===== config.mk =====
export PLATFORM = sky130hd
export DESIGN_NAME = chip8_mem_arbiter
export DESIGN_NICKNAME = d
export VERILOG_FILES = /design/src/rtl/chip8_mem_arbiter.sv
export SDC_FILE = /design/constraint.sdc
export NUM_CORES = 1
export LEC_CHECK = 0
export ABC_AREA = 1
export BUFFER_PORTS_ARGS = -buffer_cell sky130_fd_sc_hd__clkbuf_2
export CORE_MARGIN = 2
export CORE_UTILIZATION = 38
export CTS_CLUSTER_SIZE = 16
export DETAILED_ROUTE_END_ITERATION = 10
export PLACE_DENSITY = 0.84
export RECOVER_POWER = 50
export SYNTH_ARGS = -nofsm -noshare
export SYNTH_HDL_FRONTEND = slang
export SYNTH_SLANG_ARGS = --single-unit

===== constraint.sdc =====
create_clock -name clk_in -period 1.5 [get_ports clk_in]
set_input_delay 0.3 -clock clk_in [delete_from_list [all_inputs] [get_ports clk_in]]
set_output_delay 0.3 -clock clk_in [all_outputs]
set_load 0.005 [all_outputs]

===== src/rtl/chip8_mem_arbiter.sv =====
// Shares the single CHIP-8 byte memory port between the ROM loader, processor and sprite engine.
// Define CHIP8_ARB_RR_EN for processor/sprite round-robin; the loader always keeps top priority.
module chip8_mem_arbiter #(
    parameter int READ_LATENCY = 2,
    parameter int ADDR_W       = 12,
    parameter int DATA_W       = 8
) (
    input  logic              clk_in,
    input  logic              rst_n_in,
    input  logic              ld_req_in,
    input  logic [ADDR_W-1:0] ld_addr_in,
    input  logic [DATA_W-1:0] ld_wdata_in,
    output logic              ld_gnt_out,
    input  logic              pr_req_in,
    input  logic              pr_we_in,
    input  logic [ADDR_W-1:0] pr_addr_in,
    input  logic [DATA_W-1:0] pr_wdata_in,
    output logic              pr_gnt_out,
    output logic              pr_rvalid_out,
    output logic [DATA_W-1:0] pr_rdata_out,
    input  logic              sp_req_in,
    input  logic [ADDR_W-1:0] sp_addr_in,
    output logic              sp_gnt_out,
    output logic              sp_rvalid_out,
    output logic [DATA_W-1:0] sp_rdata_out,
    output logic              mem_en_out,
    output logic              mem_we_out,
    output logic [ADDR_W-1:0] mem_addr_out,
    output logic [DATA_W-1:0] mem_wdata_out,
    input  logic [DATA_W-1:0] mem_rdata_in
);
    localparam logic [1:0] ID_LD = 2'd0;
    localparam logic [1:0] ID_PR = 2'd1;
    localparam logic [1:0] ID_SP = 2'd2;

    logic              ld_win, pr_win, sp_win, low_ok, prefer_sp;
    logic              iss_vld;
    logic [1:0]        iss_id;
    logic              vld_p [READ_LATENCY];
    logic [1:0]        id_p  [READ_LATENCY];
    logic              pr_hit, sp_hit;
    logic [DATA_W-1:0] pr_hold, sp_hold;

`ifdef CHIP8_ARB_RR_EN
    // Points at the requester that lost the last PR/SP grant; reset favours PR.
    logic rr_sp;

    always_ff @(posedge clk_in or negedge rst_n_in) begin
        if (!rst_n_in) begin
            rr_sp <= 1'b0;
        end else if (pr_win) begin
            rr_sp <= 1'b1;
        end else if (sp_win) begin
            rr_sp <= 1'b0;
        end
    end

    assign prefer_sp = rr_sp;
`else
    assign prefer_sp = 1'b0;
`endif

    always_comb begin
        low_ok = rst_n_in && !ld_req_in;
        ld_win = rst_n_in && ld_req_in;
        pr_win = low_ok && pr_req_in && !(sp_req_in && prefer_sp);
        sp_win = low_ok && sp_req_in && (!pr_req_in || prefer_sp);
    end

    assign ld_gnt_out = ld_win;
    assign pr_gnt_out = pr_win;
    assign sp_gnt_out = sp_win;

    always_comb begin
        mem_en_out    = ld_win || pr_win || sp_win;
        mem_we_out    = ld_win || (pr_win && pr_we_in);
        mem_addr_out  = '0;
        mem_wdata_out = '0;
        if (ld_win) begin
            mem_addr_out  = ld_addr_in;
            mem_wdata_out = ld_wdata_in;
        end else if (pr_win) begin
            mem_addr_out  = pr_addr_in;
            mem_wdata_out = pr_we_in ? pr_wdata_in : '0;
        end else if (sp_win) begin
            mem_addr_out  = sp_addr_in;
        end
        iss_vld = (pr_win && !pr_we_in) || sp_win;
        iss_id  = sp_win ? ID_SP : ID_PR;
    end

    // Issue stage -> read-return tag pipe; writes enter as bubbles
    always_ff @(posedge clk_in or negedge rst_n_in) begin
        if (!rst_n_in) begin
            for (int s = 0; s < READ_LATENCY; s++) begin
                vld_p[s] <= 1'b0;
                id_p[s]  <= ID_LD;
            end
        end else begin
            vld_p[0] <= iss_vld;
            id_p[0]  <= iss_id;
            for (int s = 1; s < READ_LATENCY; s++) begin
                vld_p[s] <= vld_p[s-1];
                id_p[s]  <= id_p[s-1];
            end
        end
    end

    // Pipe tail lines up with BRAM data; the byte is shown on the pulse and held afterwards
    assign pr_hit = vld_p[READ_LATENCY-1] && (id_p[READ_LATENCY-1] == ID_PR);
    assign sp_hit = vld_p[READ_LATENCY-1] && (id_p[READ_LATENCY-1] == ID_SP);

    always_ff @(posedge clk_in or negedge rst_n_in) begin
        if (!rst_n_in) begin
            pr_hold <= '0;
            sp_hold <= '0;
        end else begin
            if (pr_hit) pr_hold <= mem_rdata_in;
            if (sp_hit) sp_hold <= mem_rdata_in;
        end
    end

    assign pr_rvalid_out = pr_hit;
    assign sp_rvalid_out = sp_hit;
    assign pr_rdata_out  = pr_hit ? mem_rdata_in : pr_hold;
    assign sp_rdata_out  = sp_hit ? mem_rdata_in : sp_hold;

endmodule


==> results of run 1 <==
-- through the flow --
stage	worst slack, ps	TNS [ps]	util
floorplan	257	0	-
global placement	99.0	0	0.600
detailed placement	52.3	0	0.600
CTS	-139	-1670	0.668
global route	-241	-4620	0.702
finish	-194	-2680	0.702
-- final timing paths --
path | endpoint | slack [ps] | cells after the start
max | pr_rdata_out[2] | -190 | 5
min | pr_hold[6] | 270 | 3
max reg2reg | pr_hold[2] | 320 | 4
min reg2reg | id_p[0] | 370 | 0
max in group asynchronous | vld_p[0] | 430 | 2
min in group asynchronous | pr_hold[3] | 340 | 2
-- power breakdown --
part / switching, mW / internal (mW)
Combinational: 0.272 / 0.278
Sequential: 0.0423 / 0.655
Clock: 0.173 / 0.0940
-- worst max-delay path, cell delays in order, from the launching register on --
cell	delay [ps]
dfrtp_2	470
buf_12	150
nand3b_4	160
nand2_2	90
o21ai_2	80
buf_2	140
-- cell type report --
cell class | count | area (µm²) | area share
Inverter | 17 | 66.3 | 0.0304
Multi-Input combinational cell | 121 | 742 | 0.341
Timing Repair Buffer | 125 | 738 | 0.339
Clock buffer | 3 | 22.5 | 0.0103
Tap cell | 44 | 55.1 | 0.0253
Sequential cell | 22 | 554 | 0.254
-- cell families (layout without fill, tap and decap cells) --
| group | count (synthesis) | in the layout | synth area share |
|---|---|---|---|
| buf+inv | 26 | 145 | 0.112 |
| simple gates | 92 | 96 | 0.350 |
| compound gates | 25 | 25 | 0.0997 |
| flops | 22 | 22 | 0.439 |
-- timing repair --
action / 4_1_cts / 5_1_grt
pin swaps: 1 / 8
resized for setup: 40 / 27
buffers inserted: 4 / 8
cloned: 4 / 0
setup endpoints to repair: 16 / 18
-- per-layer routing --
metal / GRT usage / vias up / share of wire
li1: - / 798 / -
met1: 0.243 / 737 / 0.36
met2: 0.426 / 97 / 0.54
met3: 0.0231 / 12 / 0.083
met4: 0.0881 / 0 / 0.022
met5: 0 / - / 0
-- sequential cells by signal, indices dropped and copies added (netlist names) --
signal,count
id_p,4
vld_p,2
pr_hold,8
sp_hold,8
-- cells in the final DEF, fill, tap and decap left out --
cell type  Yosys  layout
buf_2          1      11
clkbuf_2       0      96
nor2_1         1       1
o21ai_4        0       2
dfrtp_2        0       3
buf_4          3      10
inv_4          0       1
nand3b_4       1       3
nand3_4        1       3
o21ai_0       24       9
nand2_1       49      36
o21ai_2        0      14
inv_1         16      16
buf_12         0       6
nand2_2        0      14
clkbuf_4       0       3
nor2_4         1       1
nand3_1       37      37
clkbuf_1       1       2
nor2_2         1       1
dfrtp_1       22      19
==> impl_metrics.env, run 1 <==
export IMPL_status="finished with violations"
export IMPL_violations="setup timing"
export IMPL_period_share=1.13
export IMPL_start_kind="flip-flop"
export IMPL_slew_headroom=0.275
export IMPL_wl_per_cell_um=14.5
export IMPL_first_iter_violations=77
export IMPL_synth_top_area_frac=0.439
export IMPL_p_leak_nw=1.20
export IMPL_dr_pass1_iters=4
export IMPL_cts_tree="yes"
export IMPL_synth_top_area_cell="dfrtp_1"
export IMPL_io_pins=109
export IMPL_synth_fp_nets=231
export IMPL_rr_startpoint="id_p[1]"
export IMPL_clk_pin_slew_ps=120
export IMPL_portBuffers=108
export IMPL_synth_area_um2=1250
export IMPL_ys_flop_type="dfrtp_1"
export IMPL_max_vdd_ir_drop_mv=0.288
export IMPL_fin_area_um2=2180
export IMPL_cts_path_max_buffers=2
export IMPL_fin_hold_ws_ps=267
export IMPL_synth_most_common_cell="nand2_1"
export IMPL_root_buffer="clkbuf_4"
export IMPL_final_cells=332
export IMPL_drv_cap=0
export IMPL_drc=0
export IMPL_die_w_um=61.5
export IMPL_grtUsageTotal=0.220
export IMPL_hp_start="mem_rdata_in[6]"
export IMPL_setup_worst_path_class="reg2out"
export IMPL_ant_nets=0
export IMPL_yosysWarningCount=0
export IMPL_nets=356
export IMPL_setup_slack_ps=-194
export IMPL_fill_cells=257
export IMPL_power_mw=1.51
export IMPL_clk_latency_ps=310
export IMPL_cts_buffers=3
export IMPL_rsz0062_at_grt="yes"
export IMPL_fin_crit_ps=1690
export IMPL_grt_ovfl_total=0
export IMPL_synth_common_cells="49 x nand2_1, 37 x nand3_1, 24 x o21ai_0"
export IMPL_dpl_cell_area_um2=1860
export IMPL_hpwlAfterDp_um=2870
export IMPL_cts_max_level=1
export IMPL_finalMaxSlewViolations=0
export IMPL_diodes=0
export IMPL_cp_arrival_ps=1390
export IMPL_startpoint="id_p[0]"
export IMPL_synth_seq_cells=22
export IMPL_place_congestion=0.734
export IMPL_grt_max_degree=25
export IMPL_fp_row_count=20
export IMPL_fp_dieH_um=61.5
export IMPL_antenna_found_initial=0
export IMPL_synthArstFlopShare=1.00
export IMPL_syn2layout_area_growth_pct=73.6
export IMPL_hp_class="in2reg"
export IMPL_initial_utilization=0.404
export IMPL_hold_viol=0
export IMPL_tightest_slew_ps=1090
export IMPL_drive_gt1_frac=0.583
export IMPL_yosysSeqAreaShare=0.439
export IMPL_cts_sinks=22
export IMPL_grt_pass1_vias=1454
export IMPL_critPathCaptureType="primary output"
export IMPL_die_area_um2=3780
export IMPL_synthTopCellsByArea="dfrtp_1 44%, nand3_1 15%, nand2_1 15%"
export IMPL_cts_hold_buffers=0
export IMPL_placed_cells=313
export IMPL_wirelength_um=4810
export IMPL_setup_viol=21
export IMPL_syn_area_per_cell_um2=7.61
export IMPL_crit_required_ps=1200
export IMPL_drt_vias_per_instance=4.95
export IMPL_yosysUniqueCellTypes=17
export IMPL_pwr_density_cell_nw_per_um2=695
export IMPL_timing_fmax_mhz=590
export IMPL_grt_pass1_wl_um=6250
export IMPL_worst_clock_skew_ps=8.45
export IMPL_cp_max_fo=8
export IMPL_vias=1644
export IMPL_core_um2=3100
export IMPL_synth_cells=165
export IMPL_synth_edf_count=0
No activity file was read; power rests on OpenSTA's default activity.
==> run 2: changes to the inputs <==
--- a/config.mk
+++ b/config.mk
@@ -10,6 +10,6 @@
 export CORE_MARGIN = 2
-export CORE_UTILIZATION = 38
+export CORE_UTILIZATION = 34
 export CTS_CLUSTER_SIZE = 16
 export DETAILED_ROUTE_END_ITERATION = 10
-export PLACE_DENSITY = 0.84
+export PLACE_DENSITY = 0.8
 export RECOVER_POWER = 50
==> constraint.sdc (replaced) <==
create_clock -name clk_in -period 1.39 [get_ports clk_in]
set_input_delay 0.278 -clock clk_in [delete_from_list [all_inputs] [get_ports clk_in]]
set_output_delay 0.278 -clock clk_in [all_outputs]
set_load 0.01 [all_outputs]
==> run 2 against run 1 <==
Compared with the run above: the flow still finishes with violations (setup timing); first-iteration DRC count is 48% higher; die area is 11% higher; combinational power is 36% higher; cell area is 14% higher; non-clock buffer count is 15 higher; sequential power is 7.0% higher; critical path depth stayed put; final cell count is 6.0% higher; core utilization is 1.4 points lower; critical endpoint is now sp_rdata_out[2].
==> impl_metrics.env, run 2 (synthesized netlist as in run 1, its figures left out) <==
export IMPL_cts_path_max_buffers=2
export IMPL_diodes=0
export IMPL_fin_crit_ps=1650
export IMPL_start_kind="flip-flop"
export IMPL_drv_cap=0
export IMPL_root_buffer="clkbuf_8"
export IMPL_first_iter_violations=114
export IMPL_worst_clock_skew_ps=0.455
export IMPL_final_common_cell="clkbuf_2"
export IMPL_dr_pass1_iters=4
export IMPL_timing_fmax_mhz=606
export IMPL_crit_chain="buf_12 > nand3_4 > nand2_1 > o21ai_2 > buf_2"
export IMPL_crit_required_ps=1110
export IMPL_violations="setup timing"
export IMPL_cts_tree="yes"
export IMPL_seq_power_share=0.383
export IMPL_wl_met1_um=1940
export IMPL_finalMaxSlewViolations=0
export IMPL_wl_per_cell_um=14.6
export IMPL_cts_buffers=3
export IMPL_drive_gt1_frac=0.641
export IMPL_cp_max_fo=8
export IMPL_wirelength_um=5130
export IMPL_critPathCaptureType="primary output"
export IMPL_cts_sinks=22
export IMPL_setup_worst_path_class="reg2out"
export IMPL_power_share_clock=0.232
export IMPL_r2r_cells=5
export IMPL_fin_util=0.688
export IMPL_vias=1697
export IMPL_final_cells=352
export IMPL_fin_setup_tns_ps=-5450
export IMPL_met2_length_um=2770
export IMPL_initial_utilization=0.348
export IMPL_rsz0062_at_grt="yes"
export IMPL_startpoint="vld_p[0]"
export IMPL_die_w_um=64.8
export IMPL_rr_startpoint="id_p[1]"
export IMPL_io_pins=109
export IMPL_syn2layout_area_growth_pct=97.6
export IMPL_core_um2=3610
export IMPL_placed_cells=325
export IMPL_grt_max_degree=25
export IMPL_max_vdd_ir_drop_mv=0.378
export IMPL_drt_vias_per_instance=4.82
export IMPL_clk_pin_slew_ps=70
export IMPL_fp_row_count=22
export IMPL_p_comb_frac=0.385
export IMPL_drc=0
export IMPL_reg2reg_to="pr_hold[5]"
export IMPL_place_congestion=0.732
export IMPL_p_switching_mw=0.602
export IMPL_cts_max_level=1
export IMPL_portBuffers=108
export IMPL_status="finished with violations"
export IMPL_pwr_density_cell_nw_per_um2=785
export IMPL_tightest_slew_ps=1170
export IMPL_reg_top3="pr_hold x8, sp_hold x8, id_p x4"
export IMPL_grt_pass1_wl_um=7150
export IMPL_die_area_um2=4190
export IMPL_slew_headroom=0.218
export IMPL_switching_share=0.309
export IMPL_nets=371
export IMPL_clk_latency_ps=260
export IMPL_hp_class="in2reg"
export IMPL_hold_viol=0
export IMPL_antenna_found_initial=0
export IMPL_routed_top_layer="met4"
export IMPL_critPathCapture="sp_rdata_out[2]"
export IMPL_ant_nets=0
export IMPL_r2r_slack_ps=100
export IMPL_hpwlAfterDp_um=2760
export IMPL_cp_arrival_ps=1370
export IMPL_setup_slack_ps=-259
export IMPL_grt_ovfl_total=0
export IMPL_p_leak_nw=1.33
export IMPL_power_internal_mw=1.34
export IMPL_setup_viol=40
export IMPL_grt_pass1_vias=1640
export IMPL_met3_length_um=313
export IMPL_critical_path_slowest_cell="dfrtp_2"
export IMPL_fp_dieH_um=64.8
export IMPL_layout_common_cells="78 x clkbuf_2, 37 x nand2_1, 29 x nand3_1"
export IMPL_cp_slowest_stage_delay_ps=440
export IMPL_grtUsageTotal=0.215
export IMPL_period_share=1.19
## run 2: changes by cell type in the layout (fill, tap and decap cells not counted), moves of 3 or more
cell / delta
buf_6: +7
nand3_1: -8
inv_2: +4
buf_2: +13
clkbuf_8: +4
inv_1: -4
nand2_2: -3
o21ai_0: -5
nand3_2: +8
clkbuf_2: -18
clkbuf_16: +3
o21ai_1: +5
buf_4: +9
## run 2: how the worst min path moves through the flow
stage | start | endpoint | slack, ps | cells after the start
after floorplan | rst_n_in | id_p[0] | -20 | 0
after global placement | rst_n_in | vld_p[1] | 330 | 2
after detailed placement | rst_n_in | vld_p[1] | 340 | 2
after CTS | rst_n_in | sp_hold[0] | 60 | 2
after global routing | mem_rdata_in[6] | sp_hold[6] | 310 | 3
final | mem_rdata_in[6] | pr_hold[6] | 290 | 3
## run 2: repair_timing
action	4_1_cts	5_1_grt
cloned	4	5
endpoints found under the hold margin	0	0
setup endpoints to repair	18	37
hold buffers	0	0
buffers inserted	9	5
pin swaps	4	14
gates resized for setup	49	63
## run 2: critical path, delay by kind of cell, from the launching register on
kind	cells	cell delay [ps]
AO/OA/AOI/OAI	1	90
buffers and inverters	2	320
flip-flops	1	440
AND/OR/NAND/NOR	2	260
## run 2: power groups by stage
| stage | Sequential [mW] | Clock, mW | Combinational [mW] |
|---|---|---|---|
| 2_1_floorplan | 0.733 | 0 | 0.222 |
| 3_3_place_gp | 0.738 | 0 | 0.488 |
| 3_5_place_dp | 0.740 | 0 | 0.496 |
| 4_1_cts | 0.736 | 0.456 | 0.605 |
| 5_1_grt | 0.749 | 0.493 | 0.804 |
| 6_report | 0.746 | 0.452 | 0.749 |
## run 2: layout make-up
type | count | area [µm²]
multi-input combinational | 121 | 802
sequential | 22 | 554
inverter | 17 | 66.3
fill | 277 | 1130
tap | 48 | 60.1
clock buffer | 4 | 55.1
timing repair buffer | 140 | 942
## run 2: metrics by stage
stage | setup slack, ps | power (mW) | instance area [µm²] | hold WS [ps]
global placement | -22.1 | 1.23 | 1900 | 332
global route | -302 | 2.05 | 2480 | 307
floorplan | 66.3 | 0.956 | 1250 | -17.6
CTS | -163 | 1.80 | 2230 | 61.9
finish | -259 | 1.95 | 2480 | 291
detailed placement | -48.8 | 1.24 | 1900 | 336
## run 2: routing by layer
metal / vias to the layer above / global-route usage
li1: 825 / -
met1: 775 / 0.251
met2: 86 / 0.405
met3: 11 / 0.0260
met4: 0 / 0.0691
met5: - / 0
